--- config.mk ---
export PLATFORM = sky130hd
export DESIGN_NAME = systolic_drain_flat
export DESIGN_NICKNAME = d
export VERILOG_FILES = /design/src/rtl/systolic_drain_if.sv /design/src/rtl/systolic_drain.sv /design/src/flat_wrapper.sv
export SDC_FILE = /design/constraint.sdc
export NUM_CORES = 1
export LEC_CHECK = 0
export ABC_AREA = 1
export BUFFER_PORTS_ARGS = -buffer_cell sky130_fd_sc_hd__buf_4
export CAP_MARGIN = 20
export CORE_UTILIZATION = 50
export DETAILED_ROUTE_END_ITERATION = 8
export HOLD_SLACK_MARGIN = 0.1
export PLACE_DENSITY = 0.68
export SLEW_MARGIN = 20
export SYNTH_ARGS = -nofsm -noshare
export SYNTH_HDL_FRONTEND = slang
export SYNTH_SLANG_ARGS = --single-unit
--- constraint.sdc ---
create_clock -name clk -period 2.9 [get_ports clk]
set_input_delay 0.145 -clock clk [delete_from_list [all_inputs] [get_ports clk]]
set_output_delay 0.145 -clock clk [all_outputs]
set_load 0.1 [all_outputs]
--- src/rtl/systolic_drain_if.sv ---
// Handshake bundle between a systolic column's last slice, the drain
// accumulator, and the downstream result consumer.
interface systolic_drain_if #(
  parameter int WIDTH  = 8,
  parameter int ACCW   = 24,
  parameter int PASSES = 4
);
  logic signed [2*WIDTH-1:0]        y_in;
  logic                             y_valid;
  logic                             y_ready;
  logic                             clear;
  logic signed [ACCW-1:0]           out_data;
  logic                             out_valid;
  logic                             out_ready;
  logic [$clog2(PASSES+1)-1:0]      pass_cnt;

  modport master (
    output y_in, y_valid, clear, out_ready,
    input  y_ready, out_data, out_valid, pass_cnt
  );

  modport slave (
    input  y_in, y_valid, clear, out_ready,
    output y_ready, out_data, out_valid, pass_cnt
  );
endinterface

--- src/rtl/systolic_drain.sv ---
// Accumulates PASSES partial sums from a systolic column into one wide result
// and queues finished results in a small FIFO for the consumer.
module systolic_drain #(
  parameter int WIDTH  = 8,
  parameter int ACCW   = 24,
  parameter int PASSES = 4,
  parameter int DEPTH  = 4
) (
  input logic             clk,
  input logic             rst,
  systolic_drain_if.slave bus
);
  localparam int CW = $clog2(PASSES+1);
  localparam int AW = $clog2(DEPTH);
  localparam logic [CW-1:0] LAST_PASS  = CW'(PASSES-1);
  localparam logic [AW:0]   FULL_COUNT = (AW+1)'(DEPTH);

  typedef enum logic {IDLE, ACCUM} state_t;

  state_t                 state;
  logic [CW-1:0]          pass_cnt;
  logic signed [ACCW-1:0] acc;
  logic signed [ACCW-1:0] mem [DEPTH];
  logic [AW-1:0]          wr_ptr;
  logic [AW-1:0]          rd_ptr;
  logic [AW:0]            count;
  logic signed [ACCW-1:0] y_ext;
  logic signed [ACCW-1:0] sum;
  logic                   fifo_full;
  logic                   fifo_empty;
  logic                   accept;
  logic                   last;
  logic                   push;
  logic                   pop;

  assign fifo_full  = (count == FULL_COUNT);
  assign fifo_empty = (count == '0);

  // In IDLE the stale accumulator is ignored, so the first beat loads rather than adds.
  assign y_ext  = ACCW'(bus.y_in);
  assign sum    = (state == IDLE) ? y_ext : acc + y_ext;
  assign accept = bus.y_valid && !fifo_full && !bus.clear;
  assign last   = (pass_cnt == LAST_PASS);
  assign push   = accept && last;
  assign pop    = !fifo_empty && bus.out_ready;

  always_ff @(posedge clk or posedge rst) begin
    if (rst) begin
      state    <= IDLE;
      pass_cnt <= '0;
      acc      <= '0;
    end else if (bus.clear) begin
      state    <= IDLE;
      pass_cnt <= '0;
    end else if (accept) begin
      acc <= sum;
      if (last) begin
        state    <= IDLE;
        pass_cnt <= '0;
      end else begin
        state    <= ACCUM;
        pass_cnt <= pass_cnt + CW'(1);
      end
    end
  end

  // Storage needs no reset: out_data is masked to zero whenever the FIFO is empty.
  always_ff @(posedge clk) begin
    if (push) begin
      mem[wr_ptr] <= sum;
    end
  end

  always_ff @(posedge clk or posedge rst) begin
    if (rst) begin
      wr_ptr <= '0;
      rd_ptr <= '0;
      count  <= '0;
    end else begin
      if (push) begin
        wr_ptr <= wr_ptr + AW'(1);
      end
      if (pop) begin
        rd_ptr <= rd_ptr + AW'(1);
      end
      case ({push, pop})
        2'b10:   count <= count + (AW+1)'(1);
        2'b01:   count <= count - (AW+1)'(1);
        default: count <= count;
      endcase
    end
  end

  assign bus.y_ready   = !fifo_full;
  assign bus.out_valid = !fifo_empty;
  assign bus.out_data  = fifo_empty ? '0 : mem[rd_ptr];
  assign bus.pass_cnt  = pass_cnt;
endmodule

--- src/flat_wrapper.sv ---
// flat-port wrapper written by rule: the top's interface ports become plain ports
module systolic_drain_flat 
#(
  parameter int WIDTH  = 8,
  parameter int ACCW   = 24,
  parameter int PASSES = 4,
  parameter int DEPTH  = 4
)
  (clk, rst, bus_y_in, bus_y_valid, bus_clear, bus_out_ready, bus_y_ready, bus_out_data, bus_out_valid, bus_pass_cnt);
  systolic_drain_if #(.WIDTH(WIDTH), .ACCW(ACCW), .PASSES(PASSES)) bus_i ();
  input logic clk;
  input logic rst;
  input wire logic [$bits(bus_i.y_in)-1:0] bus_y_in;
  input wire logic [$bits(bus_i.y_valid)-1:0] bus_y_valid;
  input wire logic [$bits(bus_i.clear)-1:0] bus_clear;
  input wire logic [$bits(bus_i.out_ready)-1:0] bus_out_ready;
  output wire logic [$bits(bus_i.y_ready)-1:0] bus_y_ready;
  output wire logic [$bits(bus_i.out_data)-1:0] bus_out_data;
  output wire logic [$bits(bus_i.out_valid)-1:0] bus_out_valid;
  output wire logic [$bits(bus_i.pass_cnt)-1:0] bus_pass_cnt;
  assign bus_i.y_in = bus_y_in;
  assign bus_i.y_valid = bus_y_valid;
  assign bus_i.clear = bus_clear;
  assign bus_i.out_ready = bus_out_ready;
  assign bus_y_ready = bus_i.y_ready;
  assign bus_out_data = bus_i.out_data;
  assign bus_out_valid = bus_i.out_valid;
  assign bus_pass_cnt = bus_i.pass_cnt;
  systolic_drain #(.WIDTH(WIDTH), .ACCW(ACCW), .PASSES(PASSES), .DEPTH(DEPTH)) u_core (.clk(clk), .rst(rst), .bus(bus_i));
endmodule
Word level (Yosys, flattened, before mapping)
Memory sizes are Yosys's and may differ from the RTL's. Cells that the tools add are included. W data, S select, Z words.

Add/sub/neg operators: 6. Eq/ne operators: 4. Mux-type cells: 11. Bitwise gates (word level): 1. Reduce and logical (&&, ||, !) cells: 11.

Operator list (number): $mux W24 (2); $add A24 B16 Y24 (1); $mux W3 (3); $add A3 B1 Y3 const B (2); $pmux W3 S2 (1); $mux W1 (5); $add A2 B1 Y2 const B (2); $logic_and A1 B1 Y1 (4); $reduce_bool A2 Y1 (2); $eq A3 B2 Y1 const B (1); $eq A3 B3 Y1 const B (1); $logic_not A1 Y1 (3); $logic_not A3 Y1 (1); $sub A3 B1 Y3 const B (1); $eq A2 B1 Y1 const B (1); $eq A2 B2 Y1 const B (1); $reduce_and A2 Y1 (1); $not A1 Y1 (1).

Flip-flop bits (word level): 35. Bits in writable memories: 96. Output and inout bits: 29. Word-level logic and storage cells: 40. Memories kept: 1.

Memories: u_core.mem (words 4, width 24, read ports 1, clocked after memory_dff 0, write ports 1, RTL line systolic_drain.sv:23) `logic signed [ACCW-1:0] mem [DEPTH];`.

Longest topological paths before layout
Word-level depth: 7. Depth in mapped cells: 15. Mapped depth without buffers: 15.

Worst setup path before layout
No wires, ideal clock.

Kind: register -> register. Start point: register u_core.count[1]. End point: memory u_core.mem[0][0] (enable). Data arrival time: 2.848 ns. Path slack: -0.353 ns. Cell stages (with the launch flop): 8. Clock period less this slack: 3.253 ns. Cells stage by stage: dfrtp_1 > inv_1 > nand3_1 > nand2_1 > nor2_1 > buf_4 > nand2_2 > nor2_1.

Word-level cells in the longest chain between the ends: 7.

RTL lines: start, declared (RTL line systolic_drain.sv:26) `logic [AW:0] count;`; start signal, assigned (RTL line systolic_drain.sv:87) `2'b10: count <= count + (AW+1)'(1);`; start signal, assigned (RTL line systolic_drain.sv:88) `2'b01: count <= count - (AW+1)'(1);`; start signal, assigned (RTL line systolic_drain.sv:89) `default: count <= count;`; $eq A3 B3 Y1 (RTL line systolic_drain.sv:36) `assign fifo_full = (count == FULL_COUNT);`; $logic_not A1 Y1; named net bus_y_ready (RTL line flat_wrapper.sv:17) `output wire logic [$bits(bus_i.y_ready)-1:0] bus_y_ready;`; $logic_and A1 B1 Y1 (2 in a row) (RTL line systolic_drain.sv:42) `assign accept = bus.y_valid && !fifo_full && !bus.clear;`; $logic_and A1 B1 Y1 (RTL line systolic_drain.sv:44) `assign push = accept && last;`; $mux W1 (RTL line systolic_drain.sv:69) `if (push) begin`; $mux W1 (implied by the code) (RTL line systolic_drain.sv:70) `mem[wr_ptr] <= sum;`; end, declared (RTL line systolic_drain.sv:23).

The timed path passes the listed nets, and every way through them passes these cells.

Worst setup path after layout
Start point: register u_core.acc[0]. End point: memory u_core.mem[0][12], data pin.

Word-level cells in the longest chain between the ends: 2.

RTL lines: start, declared (RTL line systolic_drain.sv:22) `logic signed [ACCW-1:0] acc;`; start signal, assigned (RTL line systolic_drain.sv:56) `acc <= sum;`; $add A24 B16 Y24 (RTL line systolic_drain.sv:41) `assign sum = (state == IDLE) ? y_ext : acc + y_ext;`; $mux W24 (RTL line systolic_drain.sv:41); named net u_core.sum[12] (RTL line systolic_drain.sv:28) `logic signed [ACCW-1:0] sum;`.

The timed path passes the listed nets, and every way through them passes these cells.

==> qor.yml <==
setup_path:
  max_stage_delay_ns: 0.35
  reg2regPathDepth: 12
  path_max_fanout: 5
  critPathCaptureType: "flop"
  r2r_start: "u_core.acc[0]"
  r2r_setup_slack_ns: 0.61
  arrival_ns: 2.45
  worstPathRequired_ns: 3.05
  cp_slowest_cell: "dfrtp_1"
  cp_cell_sequence: "ha_1 > inv_1 > fa_1 > inv_1 > nand3_1 > nand2_2 > nand2_1 > nand2_2 > nand2_1 > nand3_1 > nand3_1 > and2_1"
  critPathBufInv: 2
  startpoint_type: "flop"
  crit_path_frequent_cell: "nand3_1"
  rr_endpoint: "u_core.mem[0][12]"
  cp_top_family: "simple AND/OR/NAND/NOR gates"
  critical_path_class: "reg2reg"
timing:
  period_needed_ns: 2.292
  report.final.slew_viol_count: 0
  holdWs_ns: 0.1415
  fin_skew_ns: 0.01214
  max_slew_margin_pct: 40.02
  setup_viol: 0
  tightest_slew_ns: 0.8987
  fmax_ghz: 0.4363
  fin_crit_sh_pct: 79.03
  hold_violations: 0
  rsz0062_at_grt: "no"
synthesis:
  synth_top_area_share_pct: 39.88
  synth_cell_type_count: 38
  ys_seq_area_share_pct: 51.99
  synth.largest_area_cell: "edfxtp_1"
  netlist_area_mm2: 0.007229
  mappedNetlistNets: 908
  synthCells: 856
  ys_top_cells_by_area: "edfxtp_1 40%, dfrtp_1 12%, nand2_1 12%"
  ys_ff_latch: 131
  yosysWarnings: 0
  avgSynthCellArea_um2: 8.446
min_path:
  min_to: "u_core.mem[3][7]"
  hold_start: "bus_y_in[7]"
  hp-class: "in2reg"
  hold_depth: 3
floorplan:
  die-area_mm2: 0.01494
  core-area_mm2: 0.01399
  rows: 43
  ios: 50
  die_h_um: 122.2
  chipWidth_um: 122.2
  initial_core_util_pct: 51.68
flow_run:
  max_cap_viol_count: 0
routing:
  first_pass_iters: 5
  route.detailed.drc: 0
  wl_per_cell_um: 15.17
  first_iter_violations: 434
  drt-total-wl_um: 16890
  ant_nets: 0
  vias: 5651
  avgViaCountPerCell: 5.077
place:
  port-buffer-count: 49
  place_congestion: 0.9239
  hpwl_um: 11270
grt:
  antenna_found_initial: 0
  grt_first_pass_wirelength_um: 26970
  grt_max_degree: 50
  grt_pass1_vias: 5481
  grt_usage_pct: 24.39
  globalRouteOverflowTotal: 0
final_layout:
  drive_above_1_share_pct: 14.15
  fin_nets: 973
  mostFrequentLayoutCells: "229 x nand2_1, 125 x nor2_1, 100 x inv_1"
  n_antenna_cell: 0
  final_common_cell: "nand2_1"
  n_fill_cell: 1225
  area_delta_synth_final_pct: 17.01
  post-route-util_pct: 60.47
clock_network:
  cts_inserted_buffers: 17
  h-tree-depth: 4
  post_cts_resized: 0
  cts_max_path_buffers: 2
  clock-sinks: 131
  post-cts-setup-buffers: 0
  clk_pin_slew_worst_paths_ns: 0.06
  tritoncts: "yes"
  cts-root-buf: "clkbuf_16"
  hold_buffers: 10
  insertion_delay_ns: 0.42
run_status:
  outcome: "complete, no violations"
[worst max path at each step]
stage                           startpoint                end  slack, ns  cells after the start
finish                       u_core.acc[0]  u_core.mem[0][12]       0.61                     12
floorplan           u_core.bus.pass_cnt[0]   u_core.mem[0][0]      -0.04                      5
detailed placement           u_core.acc[0]  u_core.mem[1][16]       0.70                     13
global placement             u_core.acc[0]  u_core.mem[3][12]       0.72                     12
CTS                       u_core.rd_ptr[0]   bus_out_data[16]       0.61                      5
global route                 u_core.acc[0]  u_core.mem[3][16]       0.42                     13
[kinds of logic after synthesis]
logic type                 count (synthesis)  synth area share [%]
buffers and inverters                    127                 7.044
DFF                                      131                 51.99
and+or+nand+nor                          443                 25.70
AOI/OAI and AO/OA                        112                 8.238
adders and majority gates                 31                 5.573
xor gates and xnor gates                  12                 1.454
[registers in the layout, summed over array words and instances, names as in the netlist]
register and flops:
u_core.mem 96, u_core.count 3, u_core.wr_ptr 2, u_core.rd_ptr 2
u_core.bus.pass_cnt 3, u_core.state 1, u_core.acc 24
[routing by layer]
metal  up-vias  global-route usage [%]  share of wire (%)
li1       2901                       -                  -
met1      2600                   30.72                 45
met2       125                   41.12                 49
met3        25                   5.019                5.0
met4         0                   9.527                1.6
met5         -                       0                  0
[area by class of cell]
| cell class | instances | area [µm²] | share of cell area (%) |
|---|---|---|---|
| Clock buffer | 18 | 429.2 | 5.073 |
| Clock inverter | 13 | 118.9 | 1.405 |
| Inverter | 100 | 375.4 | 4.437 |
| Multi-Input combinational cell | 598 | 2979 | 35.22 |
| Sequential cell | 131 | 3759 | 44.43 |
| Tap cell | 180 | 225.2 | 2.662 |
| Timing Repair Buffer | 73 | 573.1 | 6.774 |
[metrics by stage]
stage	setup slack [ns]	setup TNS, ns	instance area [µm²]	std cells
after CTS	0.6061	0	8459	1113
after floorplan	-0.03835	-3.682	7234	856
after global routing	0.4170	0	8459	1113
after global placement	0.7205	0	7811	1072
final	0.6081	0	8459	1113
after detailed placement	0.7044	0	7811	1072
[synthesized netlist by cell type (all sizes together)]
cell type	number
fa	2
dfrtp	35
xor2	2
nand2	244
or2	6
o21a	1
ha	29
edfxtp	96
o211ai	2
and2	5
xnor2	10
a21oi	42
buf	11
nand3	40
a22o	1
nor3	3
nor2	137
nand3b	3
clkbuf	16
nand4	5
a21o	2
o21ai	64
inv	100
[worst min-delay path, cell delays in order]
cell,delay (ns)
buf_4,0.09
nand2_1,0.05
o21ai_2,0.13
Power is left out: the tool's default activity adds up to more than one toggle a clock period on the data nets, which glitch-free logic cannot reach.
